$ cat src/rtl/laser_cass_player.sv
// Cassette tape player: streams bytes from a buffer as a two-tone cassette waveform.
// Optional build macro CASS_LOOP_EN enables wrap-around playback controlled by LOOP.
module laser_cass_player #(
  parameter int ADDR_W   = 12,
  parameter int SHORT_HP = 110,
  parameter int STEREO   = 0
) (
  input  logic              CLK10MHZ,
  input  logic              RESET,
  input  logic              PLAY,
  input  logic              STOP,
  input  logic [ADDR_W:0]   LENGTH,
  input  logic              LOOP,
  output logic [ADDR_W-1:0] CASS_BUF_A,
  output logic              CASS_BUF_RD,
  input  logic [7:0]        CASS_BUF_Q,
  output logic              EMU_CASS_EN,
  output logic [1:0]        EMU_CASS_DAT,
  output logic              BUSY,
  output logic              DONE
);

  localparam int HP_W = $clog2(2 * SHORT_HP);
  localparam logic [HP_W-1:0] HP_SHORT_M1 = HP_W'(SHORT_HP - 1);
  localparam logic [HP_W-1:0] HP_LONG_M1  = HP_W'(2 * SHORT_HP - 1);
  localparam logic [ADDR_W:0] MAX_LEN     = {1'b1, {ADDR_W{1'b0}}};

  typedef enum logic [2:0] {
    S_IDLE,
    S_FETCH,
    S_WAIT,
    S_LOAD,
    S_BITS
  } state_t;

  state_t            state_q;
  logic [ADDR_W-1:0] addr_q;
  logic [ADDR_W:0]   len_q;
  logic              rd_q;
  logic              rd_dly_q;
  logic              en_q;
  logic              lvl_q;
  logic              done_q;
  logic [7:0]        shift_q;
  logic [7:0]        next_q;
  logic [HP_W-1:0]   hp_cnt_q;
  logic [1:0]        phase_q;
  logic [2:0]        bit_idx_q;
  logic              pf_q;

  logic [ADDR_W:0] len_clamp;
  logic            is_last;
  logic            hp_end;
  logic            half_last;
  logic            wrap;

  assign len_clamp = (LENGTH > MAX_LEN) ? MAX_LEN : LENGTH;
  assign is_last   = (({1'b0, addr_q}) + (ADDR_W + 1)'(1)) == len_q;
  // A '1' bit uses four short half-periods, a '0' bit two long ones.
  assign hp_end    = hp_cnt_q == (shift_q[7] ? HP_SHORT_M1 : HP_LONG_M1);
  assign half_last = shift_q[7] ? (phase_q == 2'd3) : (phase_q == 2'd1);

`ifdef CASS_LOOP_EN
  assign wrap = LOOP;
`else
  logic unused_loop;
  assign unused_loop = LOOP;
  assign wrap        = 1'b0;
`endif

  always_ff @(posedge CLK10MHZ or posedge RESET) begin
    if (RESET) begin
      state_q   <= S_IDLE;
      addr_q    <= '0;
      len_q     <= '0;
      rd_q      <= 1'b0;
      rd_dly_q  <= 1'b0;
      en_q      <= 1'b0;
      lvl_q     <= 1'b0;
      done_q    <= 1'b0;
      shift_q   <= '0;
      next_q    <= '0;
      hp_cnt_q  <= '0;
      phase_q   <= '0;
      bit_idx_q <= '0;
      pf_q      <= 1'b0;
    end else begin
      rd_q     <= 1'b0;
      done_q   <= 1'b0;
      rd_dly_q <= rd_q;
      if (rd_dly_q) begin
        next_q <= CASS_BUF_Q;
      end
      if (STOP) begin
        state_q   <= S_IDLE;
        en_q      <= 1'b0;
        lvl_q     <= 1'b0;
        pf_q      <= 1'b0;
        hp_cnt_q  <= '0;
        phase_q   <= '0;
        bit_idx_q <= '0;
      end else begin
        case (state_q)
          S_IDLE: begin
            if (PLAY) begin
              if (len_clamp == '0) begin
                done_q <= 1'b1;
              end else begin
                state_q <= S_FETCH;
                rd_q    <= 1'b1;
                addr_q  <= '0;
                len_q   <= len_clamp;
              end
            end
          end
          S_FETCH: state_q <= S_WAIT;
          S_WAIT: begin
            shift_q <= CASS_BUF_Q;
            state_q <= S_LOAD;
          end
          S_LOAD: begin
            state_q   <= S_BITS;
            en_q      <= 1'b1;
            lvl_q     <= 1'b1;
            hp_cnt_q  <= '0;
            phase_q   <= '0;
            bit_idx_q <= '0;
            pf_q      <= 1'b0;
          end
          S_BITS: begin
            if (!hp_end) begin
              hp_cnt_q <= hp_cnt_q + HP_W'(1);
            end else begin
              hp_cnt_q <= '0;
              if (!half_last) begin
                phase_q <= phase_q + 2'd1;
                lvl_q   <= ~lvl_q;
              end else begin
                phase_q <= '0;
                if (bit_idx_q != 3'd7) begin
                  bit_idx_q <= bit_idx_q + 3'd1;
                  shift_q   <= {shift_q[6:0], 1'b0};
                  lvl_q     <= 1'b1;
                  // Entering bit 7: fetch the following byte so it is ready at the boundary.
                  if (bit_idx_q == 3'd6 && (!is_last || wrap)) begin
                    rd_q   <= 1'b1;
                    addr_q <= is_last ? '0 : addr_q + ADDR_W'(1);
                    pf_q   <= 1'b1;
                  end
                end else if (pf_q) begin
                  shift_q   <= next_q;
                  bit_idx_q <= '0;
                  lvl_q     <= 1'b1;
                  pf_q      <= 1'b0;
                end else begin
                  state_q <= S_IDLE;
                  en_q    <= 1'b0;
                  lvl_q   <= 1'b0;
                  done_q  <= 1'b1;
                end
              end
            end
          end
          default: state_q <= S_IDLE;
        endcase
      end
    end
  end

  assign CASS_BUF_A  = addr_q;
  assign CASS_BUF_RD = rd_q;
  assign EMU_CASS_EN = en_q;
  assign BUSY        = (state_q != S_IDLE);
  assign DONE        = done_q;

  generate
    if (STEREO != 0) begin : g_stereo
      assign EMU_CASS_DAT = {lvl_q, ~lvl_q};
    end else begin : g_mono
      assign EMU_CASS_DAT = {lvl_q, 1'b0};
    end
  endgenerate

endmodule

$ cat config.mk
export PLATFORM = sky130hd
export DESIGN_NAME = laser_cass_player
export DESIGN_NICKNAME = d
export VERILOG_FILES = /design/src/rtl/laser_cass_player.sv
export SDC_FILE = /design/constraint.sdc
export NUM_CORES = 1
export LEC_CHECK = 0
export ABC_AREA = 1
export BUFFER_PORTS_ARGS = -buffer_cell sky130_fd_sc_hd__clkbuf_2
export CAP_MARGIN = 20
export CORE_ASPECT_RATIO = 1.25
export CORE_MARGIN = 1
export CORE_UTILIZATION = 59
export DETAILED_ROUTE_END_ITERATION = 8
export GPL_ROUTABILITY_DRIVEN = 0
export PLACE_DENSITY = 0.79
export RECOVER_POWER = 100
export SLEW_MARGIN = 15
export SYNTH_ARGS = -nofsm -noshare
export SYNTH_HDL_FRONTEND = slang
export SYNTH_SLANG_ARGS = --single-unit
$ cat constraint.sdc
create_clock -name CLK10MHZ -period 2.4 [get_ports CLK10MHZ]
set_input_delay 0 -clock CLK10MHZ [delete_from_list [all_inputs] [get_ports CLK10MHZ]]
set_output_delay 0 -clock CLK10MHZ [all_outputs]
set_load 0.05 [all_outputs]
==> impl_metrics.csv <==
group,metric,value,unit
synthesis,ys_seq_area_frac,0.4196,
synthesis,ys_async_sr_fraction,1.000,
layout,diodes,0,
sta,period_minus_slack,2239,ps
synthesis,ys_ff_latch,63,
grt,grt_max_degree,64,
synthesis,syn_inst,539,
place,dp_hpwl,6636,microns
sta,worst_pin_slew,1580,ps
power_and_ir_drop,seqPwrFrac,0.388,
synthesis,synth_area_leaders,"dfrtp_1 42%, nand2_1 15%, inv_1 8.3%",
setup_path,crit_path_start_kind,"flop",
setup_path,critPathCaptureType,"flop",
sta,max_freq,446.7,MHz
synthesis,yosys_warnings,0,
flow_run,drv_cap,1,
layout,finalCoreUtilization,0.7397,
detailed_routing,wire_per_inst,13.70,microns
power_and_ir_drop,ir_drop,0.0006602,V
die,io_pins,44,
grt,antenna_found_initial,0,
die,die_area,6693,sq um
synthesis,synth_edf_count,0,
sta,rsz0062_at_grt,"false",
detailed_routing,dr_total_vias,3782,
power_and_ir_drop,internal_power,2.353,mW
grt,grt_overflow_total,0,
layout,area_growth,21.38,%
layout,fillers,516,
setup_path,worstPathArrival,2530,ps
layout,design_area,4561,sq um
clock_network,cts.clk_slew.worst_paths,70,ps
setup_path,worst-path-max-fanout,9,
die,die_w,73.38,microns
clock_network,root_buffer,"clkbuf_8",
synthesis,avgSynthCellArea,6.971,sq um
detailed_routing,initialDrtViolationCount,214,
detailed_routing,routed_wl,9643,microns
synthesis,synth_cell_types,33,
setup_path,reg2reg_slack,160,ps
layout,multi_input_area,1848,sq um
sta,slew_headroom,-0.05341,
place,placed_area,4075,sq um
synthesis,syn_nets,570,
grt,grt.total_usage,0.3126,
setup_path,rr_worst_depth,17,
die,fp.dieH,91.22,microns
clock_network,htree_num_levels,3,
detailed_routing,viasPerCell,5.372,
hold_path,min_path_type,"in -> reg",
detailed_routing,drtPass1Iterations,5,
power_and_ir_drop,switchingPower,1.458,mW
sta,fin_worst_skew,8.833,ps
synthesis,synth-main-ff-cell,"dfrtp_1",
power_and_ir_drop,p_comb_frac,0.338,
grt,grt_pass1_wl,16010,microns
power_and_ir_drop,leakagePower,2.261,nW
grt,first_global_vias,3733,
clock_network,insertion_delay,350,ps
die,coreArea,6166,sq um
sta,finalHoldViolCount,0,
power_and_ir_drop,clockPowerShare,0.274,
power_and_ir_drop,swShare,0.3826,
synthesis,synth_largest_area_cell,"dfrtp_1",
sta,finalSetupViolCount,0,
layout,drive_gt1_frac,0.1099,
setup_path,path_class,"reg -> reg",
clock_network,cts.path.max_buffers,2,
detailed_routing,drc,0,
sta,min_period_over_period,0.9328,
clock_network,clkSinkCount,63,
clock_network,cts_tree,"yes",
status,violations,"max-capacitance violations, max-slew violations",
die,num_rows,32,
setup_path,required,2700,ps
sta,slew_violations,64,
hold_path,hold_path_depth,3,
synthesis,yosysTopAreaCellShare,0.4196,
status,status,"finished, violations left",
synthesis,synthesis.area,3757,sq um
die,start_util,0.6094,
layout,nNetsFinal,646,
clock_network,cts_made_buffers,9,
layout,seqCellArea,1578,sq um
place,io_buffers,41,
power_and_ir_drop,powerDensity,835.5,nW/um^2
detailed_routing,ant_nets,0,
==> metal layers <==
layer  global-route usage  wire length, microns
met1               0.3633                  3947
met2               0.5293                  4925
met3              0.04550                   374
met4               0.1955                   396
met5                    0                     0
==> critical path: stages, from the launching register on <==
cell     delay, ps
dfrtp_2        430
ha_2           360
inv_1           80
nand2_1         70
nand2_1         70
inv_1           50
nand2_1         40
nor2_1          90
nand2_1         80
nor2_1          90
nand2_1         80
nor2_2         150
nand2_4        110
nand2_2        120
nand2_8        100
nand2_4        120
nand2_1         60
nand2_1         60
==> state kept, by name (all words and copies together) (netlist names) <==
register / count
hp_cnt_q: 8
rd_dly_q: 1
bit_idx_q: 3
shift_q: 8
phase_q: 2
next_q: 8
pf_q: 1
EMU_CASS_EN: 1
len_q: 13
lvl_q: 1
DONE: 1
CASS_BUF_RD: 1
state_q: 3
CASS_BUF_A: 12
==> layout make-up <==
type / instances / share of cell area
multi-input cells: 382 / 0.4052
clock buffers: 10 / 0.03018
flip-flops and latches: 63 / 0.3460
inverters: 84 / 0.06914
clock inverters: 5 / 0.01811
well taps: 85 / 0.02332
repair buffers: 75 / 0.1081
==> per-stage QoR <==
| stage | setup WS, ps | TNS [ps] | std cells | hold slack (ps) | power, mW |
|---|---|---|---|---|---|
| 6_report | 161.2 | 0 | 704 | 47.95 | 3.810 |
| 3_3_place_gp | 111.9 | 0 | 663 | 220.8 | 2.625 |
| 5_1_grt | 5.662 | 0 | 704 | 37.67 | 4.042 |
| 4_1_cts | 66.73 | 0 | 702 | 14.29 | 3.769 |
| 2_1_floorplan | 65.56 | 0 | 539 | 69.94 | 2.379 |
| 3_5_place_dp | -11.64 | -31.43 | 663 | 233.3 | 2.675 |
==> cells in the mapped netlist (all sizes together), types with 5 or more instances <==
cell type / instances
nand2: 162
inv: 83
nor2: 70
dfrtp: 63
nand3: 54
o21ai: 30
a21oi: 20
buf: 9
nand4: 9
o221ai: 7
ha: 5
o2111ai: 5
==> power groups by stage <==
stage	sequential [mW]	clock, mW	combinational (mW)
2_1_floorplan	1.49	0	0.893
3_3_place_gp	1.48	0	1.15
3_5_place_dp	1.49	0	1.18
4_1_cts	1.48	1.05	1.24
5_1_grt	1.51	1.09	1.45
6_report	1.48	1.05	1.29
==> cell families (layout without fill, tap and decap cells) <==
family	count (synthesis)	count (layout)	share of synthesized area
AOI/OAI and AO/OA	69	69	0.1102
xor gates and xnor gates	2	2	0.004663
adders and majority gates	5	5	0.01665
buffers and inverters	95	174	0.1002
DFF	63	63	0.4196
other	1	1	0.0009980
and+or+nand+nor	304	305	0.3476
==> layout by cell type (no fill, tap or decap), types with 2 or more instances in the layout <==
cell           synthesis  final
clkbuf_2               0     25
nor4_1                 2      2
nand2_2                5      3
o21ai_0               30     30
nand3_1               54     54
dlygate4sd3_1          0     24
o221ai_1               6      6
clkbuf_8               0     10
nor2_4                 2      3
buf_4                  2      8
nand3b_1               3      3
clkinvlp_4             0      3
o22ai_1                3      3
nand2_4                2      2
nor2_2                 4      5
inv_1                 83     83
bufinv_16              0      2
xor2_1                 2      2
nand2_8                0      2
nor3_1                 3      3
nand2_1              155    156
dfrtp_1               63     62
clkbuf_1               2     18
nand4_1                9      9
ha_1                   5      4
o2111ai_1              5      5
nor2_1                64     62
a21oi_1               20     20
==> worst paths after layout <==
kind                                 end          start
setup / recovery           CASS_BUF_A[3]  CASS_BUF_A[1]
hold / removal                  len_q[9]      LENGTH[9]
setup reg to reg           CASS_BUF_A[3]  CASS_BUF_A[1]
hold reg to reg                 rd_dly_q    CASS_BUF_RD
max in group asynchronous  CASS_BUF_A[1]          RESET
min in group asynchronous  CASS_BUF_A[2]          RESET
==> timing repair <==
item | 4_1_cts | 5_1_grt
cloned | 0 | 1
buffers inserted | 0 | 1
resized for setup | 1 | 8
endpoints found under the hold margin | 84 | 0
setup endpoints to repair | 12 | 15
hold buffers | 24 | 0
Note: power is estimated with default switching activity, not from simulation.
